===== config.mk =====
export PLATFORM = sky130hd
export DESIGN_NAME = ifetch_unit
export DESIGN_NICKNAME = d
export VERILOG_FILES = /design/src/rtl/ifetch_unit.sv
export SDC_FILE = /design/constraint.sdc
export NUM_CORES = 1
export LEC_CHECK = 0
export BUFFER_PORTS_ARGS = -buffer_cell sky130_fd_sc_hd__buf_2
export CORE_MARGIN = 4
export CORE_UTILIZATION = 25
export DETAILED_ROUTE_END_ITERATION = 12
export PLACE_DENSITY = 0.52
export SYNTH_ARGS = -nofsm -noshare
export SYNTH_HDL_FRONTEND = slang
export SYNTH_SLANG_ARGS = --single-unit

===== constraint.sdc =====
create_clock -name clk -period 5.6 [get_ports clk]
set_clock_uncertainty 0.15 [all_clocks]
set_input_delay 0.28 -clock clk [delete_from_list [all_inputs] [get_ports clk]]
set_output_delay 0.28 -clock clk [all_outputs]
set_load 0.02 [all_outputs]

===== src/rtl/ifetch_unit.sv =====
// Instruction fetch stage: owns the PC, fetches one word at a time over req/ack,
// holds it for decode and computes the branch/jump target on retirement.
module ifetch_unit #(
    parameter logic [31:0] RESET_PC = 32'h0000_0000,
    parameter int unsigned TIMEOUT  = 16
) (
    input  logic        clk,
    input  logic        reset,
    output logic        imem_req,
    output logic [31:0] imem_addr,
    input  logic        imem_ack,
    input  logic [31:0] imem_rdata,
    input  logic        id_ready,
    input  logic        pcsrc,
    input  logic        jump,
    output logic [31:0] instr,
    output logic [5:0]  op,
    output logic [5:0]  funct,
    output logic        instr_valid,
    output logic [31:0] pc,
    output logic [31:0] pcplus4,
    output logic [31:0] retire_count,
    output logic        fault
);

    typedef enum logic [1:0] {StFetch, StHold, StFault} state_e;

    state_e      state_q, state_d;
    logic [31:0] pc_q, pc_d;
    logic [31:0] instr_q, instr_d;
    logic [31:0] timer_q, timer_d;
    logic [31:0] retire_q, retire_d;

    logic [31:0] pcplus4_w;
    logic [31:0] br_off;
    logic [31:0] jmp_tgt;

    assign pcplus4_w = pc_q + 32'd4;
    assign br_off    = {{14{instr_q[15]}}, instr_q[15:0], 2'b00};
    assign jmp_tgt   = {pcplus4_w[31:28], instr_q[25:0], 2'b00};

    always_ff @(posedge clk) begin
        if (reset) begin
            state_q  <= StFetch;
            pc_q     <= RESET_PC;
            instr_q  <= 32'h0;
            timer_q  <= 32'h0;
            retire_q <= 32'h0;
        end else begin
            state_q  <= state_d;
            pc_q     <= pc_d;
            instr_q  <= instr_d;
            timer_q  <= timer_d;
            retire_q <= retire_d;
        end
    end

    always_comb begin
        state_d  = state_q;
        pc_d     = pc_q;
        instr_d  = instr_q;
        timer_d  = timer_q;
        retire_d = retire_q;
        case (state_q)
            StFetch: begin
                if (imem_ack) begin
                    instr_d = imem_rdata;
                    timer_d = 32'h0;
                    state_d = StHold;
                end else begin
                    timer_d = timer_q + 32'd1;
                    // A zero TIMEOUT disables the watchdog entirely.
                    if ((TIMEOUT != 0) && (timer_q == 32'(TIMEOUT - 1))) begin
                        state_d = StFault;
                    end
                end
            end
            StHold: begin
                if (id_ready) begin
                    if (jump) begin
                        pc_d = jmp_tgt;
                    end else if (pcsrc) begin
                        pc_d = pcplus4_w + br_off;
                    end else begin
                        pc_d = pcplus4_w;
                    end
                    retire_d = retire_q + 32'd1;
                    state_d  = StFetch;
                end
            end
            StFault: ;
            default: state_d = StFetch;
        endcase
    end

    always_comb begin
        imem_req     = (state_q == StFetch) && !reset;
        instr_valid  = (state_q == StHold) && !reset;
        fault        = (state_q == StFault);
        imem_addr    = pc_q;
        instr        = instr_q;
        op           = instr_q[31:26];
        funct        = instr_q[5:0];
        pc           = pc_q;
        pcplus4      = pcplus4_w;
        retire_count = retire_q;
    end

endmodule

Word level (Yosys, flattened, before mapping)
Index checks and enable logic that the tools add are counted.
{ "word_totals": {"regBits": 130, "in_bits": 38, "output_inout_bits": 175, "elab_cells": 29} }
{ "op_classes": {"add_sub_neg": 4, "n_eq_ne": 5, "n_mux": 7, "bitwise_logic": 1, "n_reduce_logical": 7} }
{ "ops": {"columns": ["cell", "n"], "rows": [
  ["two-way mux 32 bit", 3],
  ["adder 32 x 1 -> 32 bit (second input constant)", 2],
  ["adder 32 x 3 -> 32 bit (second input constant)", 1],
  ["adder 32 bit", 1],
  ["== test 32 x 4 -> 1 bit (second input constant)", 1],
  ["two-way mux 2 bit", 3],
  ["one-hot mux 2 bit (3 select lines)", 1],
  ["AND reduction 2 bit", 2],
  ["!= test 3 bit (second input constant)", 1],
  ["AND reduction 3 bit", 1],
  ["== test 2 x 1 -> 1 bit (second input constant)", 1],
  ["== test 2 bit (second input constant)", 1],
  ["logical AND 1 bit", 2],
  ["logical NOT 2 bit", 1],
  ["!= test 2 bit (second input constant)", 1],
  ["logical NOT 1 bit", 1],
  ["NOT 1 bit", 1]
]} }

Logic depth before layout (Yosys ltp)
{ "logic_depth": {"ltp_word": 4, "mapped_depth": 15, "ltp_nobuf": 15} }

Least setup slack after synthesis
OpenSTA, ideal clock, no wires.
{ "synth_path": {"kind": "reg2reg", "startpoint": "reg pc_q[2], in the netlist imem_addr[2]", "endpoint": "reg pc_q[27], in the netlist imem_addr[27]", "setup_time_ns": 0.127, "arrival_ns": 3.807, "required_ns": 5.323, "slack_ns": 1.516, "path_stages_with_launch": 15, "n_path_buf": 0, "synth_period_minus_slack_ns": 4.084, "cell_sequence": "dfxtp_1 ha_1 nand4_1 nor2_1 and4_1 xor2_1 ha_1 a21oi_1 o21ai_1 a221oi_2 nor2_1 nand4bb_4 a31oi_4 nor3b_2 or3_1"} }
{ "synth_via": {"elab_chain_cells": 4} }
{ "synth_lines": {"columns": ["item", "line_no", "source"], "rows": [
  ["start, declared", "29", "logic [31:0] pc_q, pc_d;"],
  ["start signal, assigned", "51", "pc_q <= pc_d;"],
  ["adder 32 x 3 -> 32 bit", "38", "assign pcplus4_w = pc_q + 32'd4;"],
  ["named net pcplus4[14]", "21", "output logic [31:0] pcplus4,"],
  ["adder 32 bit", "83", "pc_d = pcplus4_w + br_off;"],
  ["two-way mux 32 bit", "82", "end else if (pcsrc) begin"],
  ["two-way mux 32 bit", "80", "if (jump) begin"]
]} }
The timed path passes the listed nets, and every way through them passes these cells.
A chain may end at the register's enable or synchronous reset.

Worst setup path in the final report
{ "layout_path": {"startpoint": "reg pc_q[2], in the netlist imem_addr[2]", "endpoint": "reg pc_q[27], in the netlist imem_addr[27]"} }
{ "layout_via": {"elab_chain_cells": 4} }
{ "layout_lines": {"columns": ["item", "line_no"], "rows": [
  ["adder 32 x 3 -> 32 bit (*)", "38"],
  ["adder 32 bit", "83"],
  ["two-way mux 32 bit (*)", "82"],
  ["two-way mux 32 bit (*)", "80"]
]} }
Every way passes the cells marked *; elsewhere a longest branch is shown, timed or not.

==> flow_summary.toml <==
[clocking]
cts.htree.levels = 4
numClockSinks = 128
cts_buffers = 17
cts_tree = "done"
cts.clk_slew.worst_paths_ns = 0.07
clockRootBuffer = "clkbuf_16"
cts_buffer_depth = 2
insertion_delay_ns = 0.42

[sta]
slew_violations = 0
post-route-period-util_pct = 78.2
tns_ns = 0
timing.fmax_mhz = 228
relSlewSlack_pct = 29.6
rsz0062_at_grt = "no"
report.final.setup_viol = 0
tightest_slew_ns = 1.05
hold_violations = 0
fin_crit_ns = 4.38

[worst_setup_path]
crit_type = "reg -> reg"
path_max_fanout = 8
cp_data_arrival_time_ns = 4.54
r2r_cells = 14
r2r_slack_ns = 1.22
worstPathRequired_ns = 5.76
end_kind = "flip-flop"
startpoint_type = "flip-flop"
reg2reg_to = "imem_addr[27]"
timing.rr.start = "imem_addr[2]"

[logic_synthesis]
synth_edf_count = 0
async_flop_share_pct = 0
yosys.area.top_type = "dfxtp_1"
synth.yosys.seq_area_share_pct = 31.3
yosysTopAreaCellShare_pct = 31.3
synth_seq_cells = 128
yosys_most_used_dff = "dfxtp_1"
synthCells = 1034
synth_area_leaders = "dfxtp_1 (31%), nand2_1 (7.0%), xor2_1 (6.2%)"
netlist_area_sq_um = 8190
yosysUniqueCellTypes = 92
yosys_warnings = 0
syn_avg_cell_area_sq_um = 7.92

[power_and_ir_drop]
p_per_area_nw_per_um2 = 236
p_leak_nw = 4.60
vdd_drop_max_v = 0.000173

[drt]
drc = 0
routed_wl_um = 27300
drtIter0Drc = 410
viasPerCell = 4.80
num_vias = 8010
dr.pass1.iters = 5
wl_per_cell_um = 16.4
drtAntennaViolNets = 0

[floorplan]
die_h_um = 189
rows = 66
start_util_pct = 25.2
num_io_pins = 213
die_w_um = 189
core_area_sq_um = 32500
dieArea_sq_um = 35700

[global_routing]
grt_pass1_vias = 7588
overflow = 0
grt_start_max_net_pins = 58
grt_usage_pct = 14.8
grt_pass1_wl_um = 42800
antenna_found_initial = 1

[status]
status = "finished, final reports clean"

[placed_design]
place_congestion = 0.870
place_hpwl_um = 20200
io_buffers = 206

[hold_path]
hold_depth = 3
hold_path.class = "in -> reg"
min_delay_worst_endpoint = "state_q[0]"
hp-start = "imem_ack"

[flow_run]
cap_viol_max_count = 0

[finish]
area_delta_synth_final_pct = 24.8
utilization_pct = 31.5
fin_nets = 1291
drive_above_1_share_pct = 23.2
## cell usage in the layout (no fill, tap or decap), types with 6 or more instances in the layout
cell type      count
buf_2            205
nand2_1          153
dfxtp_1          128
nor2_1           101
a21oi_1           83
xor2_1            58
o21ai_0           41
ha_1              38
nand3_1           37
xnor2_1           34
dlygate4sd3_1     33
and3_1            26
nor3_1            20
nand4_1           19
clkbuf_16         17
o211ai_1          14
a21o_1            13
or3_1             12
inv_1             11
and4_1            11
buf_4              9
nor4_1             7
a31oi_1            7
a211oi_1           7
nand2b_1           7
inv_6              7
and2_1             6
conb_1             6
## synth_stat cells (all sizes together) (21+ instances only)
cell    number
a21oi       84
nand4       21
o21ai       46
and3        31
nand3       37
ha          38
buf         61
xor2        58
xnor2       35
nor3        23
nand2      154
dfxtp      128
nor2       104
clkbuf      30
## per-layer routing
metal  GRT usage (%)  vias to the layer above  wire length, um
met1            19.1                     3757            12300
li1                -                     3999                -
met4            4.93                        0              616
met3            3.02                       39             1430
met2            24.7                      215            13000
met5               0                        -                0
## sequential cells by signal (all words and copies together), names as in the netlist
register,count
imem_addr,30
instr,32
retire_count,32
state_q,2
timer_q,32
## stage by stage
| step | power (mW) | worst slack, ns | std cells | instance area [sq um] | hold slack (ns) |
|---|---|---|---|---|---|
| 6_report | 2.41 | 1.22 | 1670 | 10200 | 0.0302 |
| 5_1_grt | 2.52 | 1.00 | 1670 | 10200 | 0.0308 |
| 4_1_cts | 2.45 | 1.25 | 1669 | 10200 | 0.00404 |
| 3_5_place_dp | 1.32 | 1.25 | 1604 | 9320 | 0.308 |
| 3_3_place_gp | 1.32 | 1.34 | 1604 | 9320 | 0.293 |
| 2_1_floorplan | 1.22 | 1.52 | 1039 | 8210 | 0.248 |
## worst max-delay path: stages, from the launching register on
cell	delay, ns
dfxtp_1	0.46
ha_1	0.26
nand4_1	0.21
nor2_1	0.50
and4_1	0.28
xor2_1	0.27
ha_1	0.34
a21oi_1	0.31
o21ai_1	0.13
a221oi_2	0.37
nor2_1	0.10
nand4bb_4	0.24
a31oi_4	0.26
nor3b_2	0.07
or3_1	0.36
## power by group
group / internal (mW) / switching (mW) / leakage, nW / total, mW
Combinational: 0.121 / 0.224 / 3.28 / 0.345
Clock: 0.624 / 0.475 / 0.282 / 1.10
Sequential: 0.934 / 0.0347 / 1.04 / 0.968
Total: 1.68 / 0.733 / 4.60 / 2.41
## final cells by class
class                      count  area, sq um
fill                        3529        22200
multi-input combinational    809         5060
sequential                   128         2560
timing repair buffer         247         1420
tap                          442          553
clock buffer                  17          425
clock inverter                15          146
inverter                      11         41.3
antenna                        1         2.50
## kinds of logic (layout without fill, tap and decap cells)
family / Yosys count / in the layout / synth area share (%)
AOI/OAI and AO/OA: 229 / 229 / 18.2
xor gates and xnor gates: 93 / 93 / 10.0
adders and majority gates: 39 / 39 / 6.05
buffers and inverters: 102 / 290 / 7.08
DFF: 128 / 128 / 31.3
muxes: 6 / 6 / 0.886
other: 1 / 7 / 0.0458
and+or+nand+nor: 436 / 436 / 26.4
## repair_timing
item	4_1_cts	5_1_grt
buffers inserted	0	0
hold buffers	33	0
resized for setup	0	0
endpoints found under the hold margin	33	0
## how the worst max path moves through the flow
stage / end / cells past startpoint / startpoint
final: imem_addr[27] / 14 / imem_addr[2]
after global routing: imem_addr[27] / 14 / imem_addr[2]
after CTS: imem_addr[27] / 14 / imem_addr[2]
after detailed placement: imem_addr[27] / 14 / imem_addr[2]
after global placement: imem_addr[27] / 14 / imem_addr[2]
after floorplan: imem_addr[27] / 14 / imem_addr[2]
(Power assumes the default switching activity.)
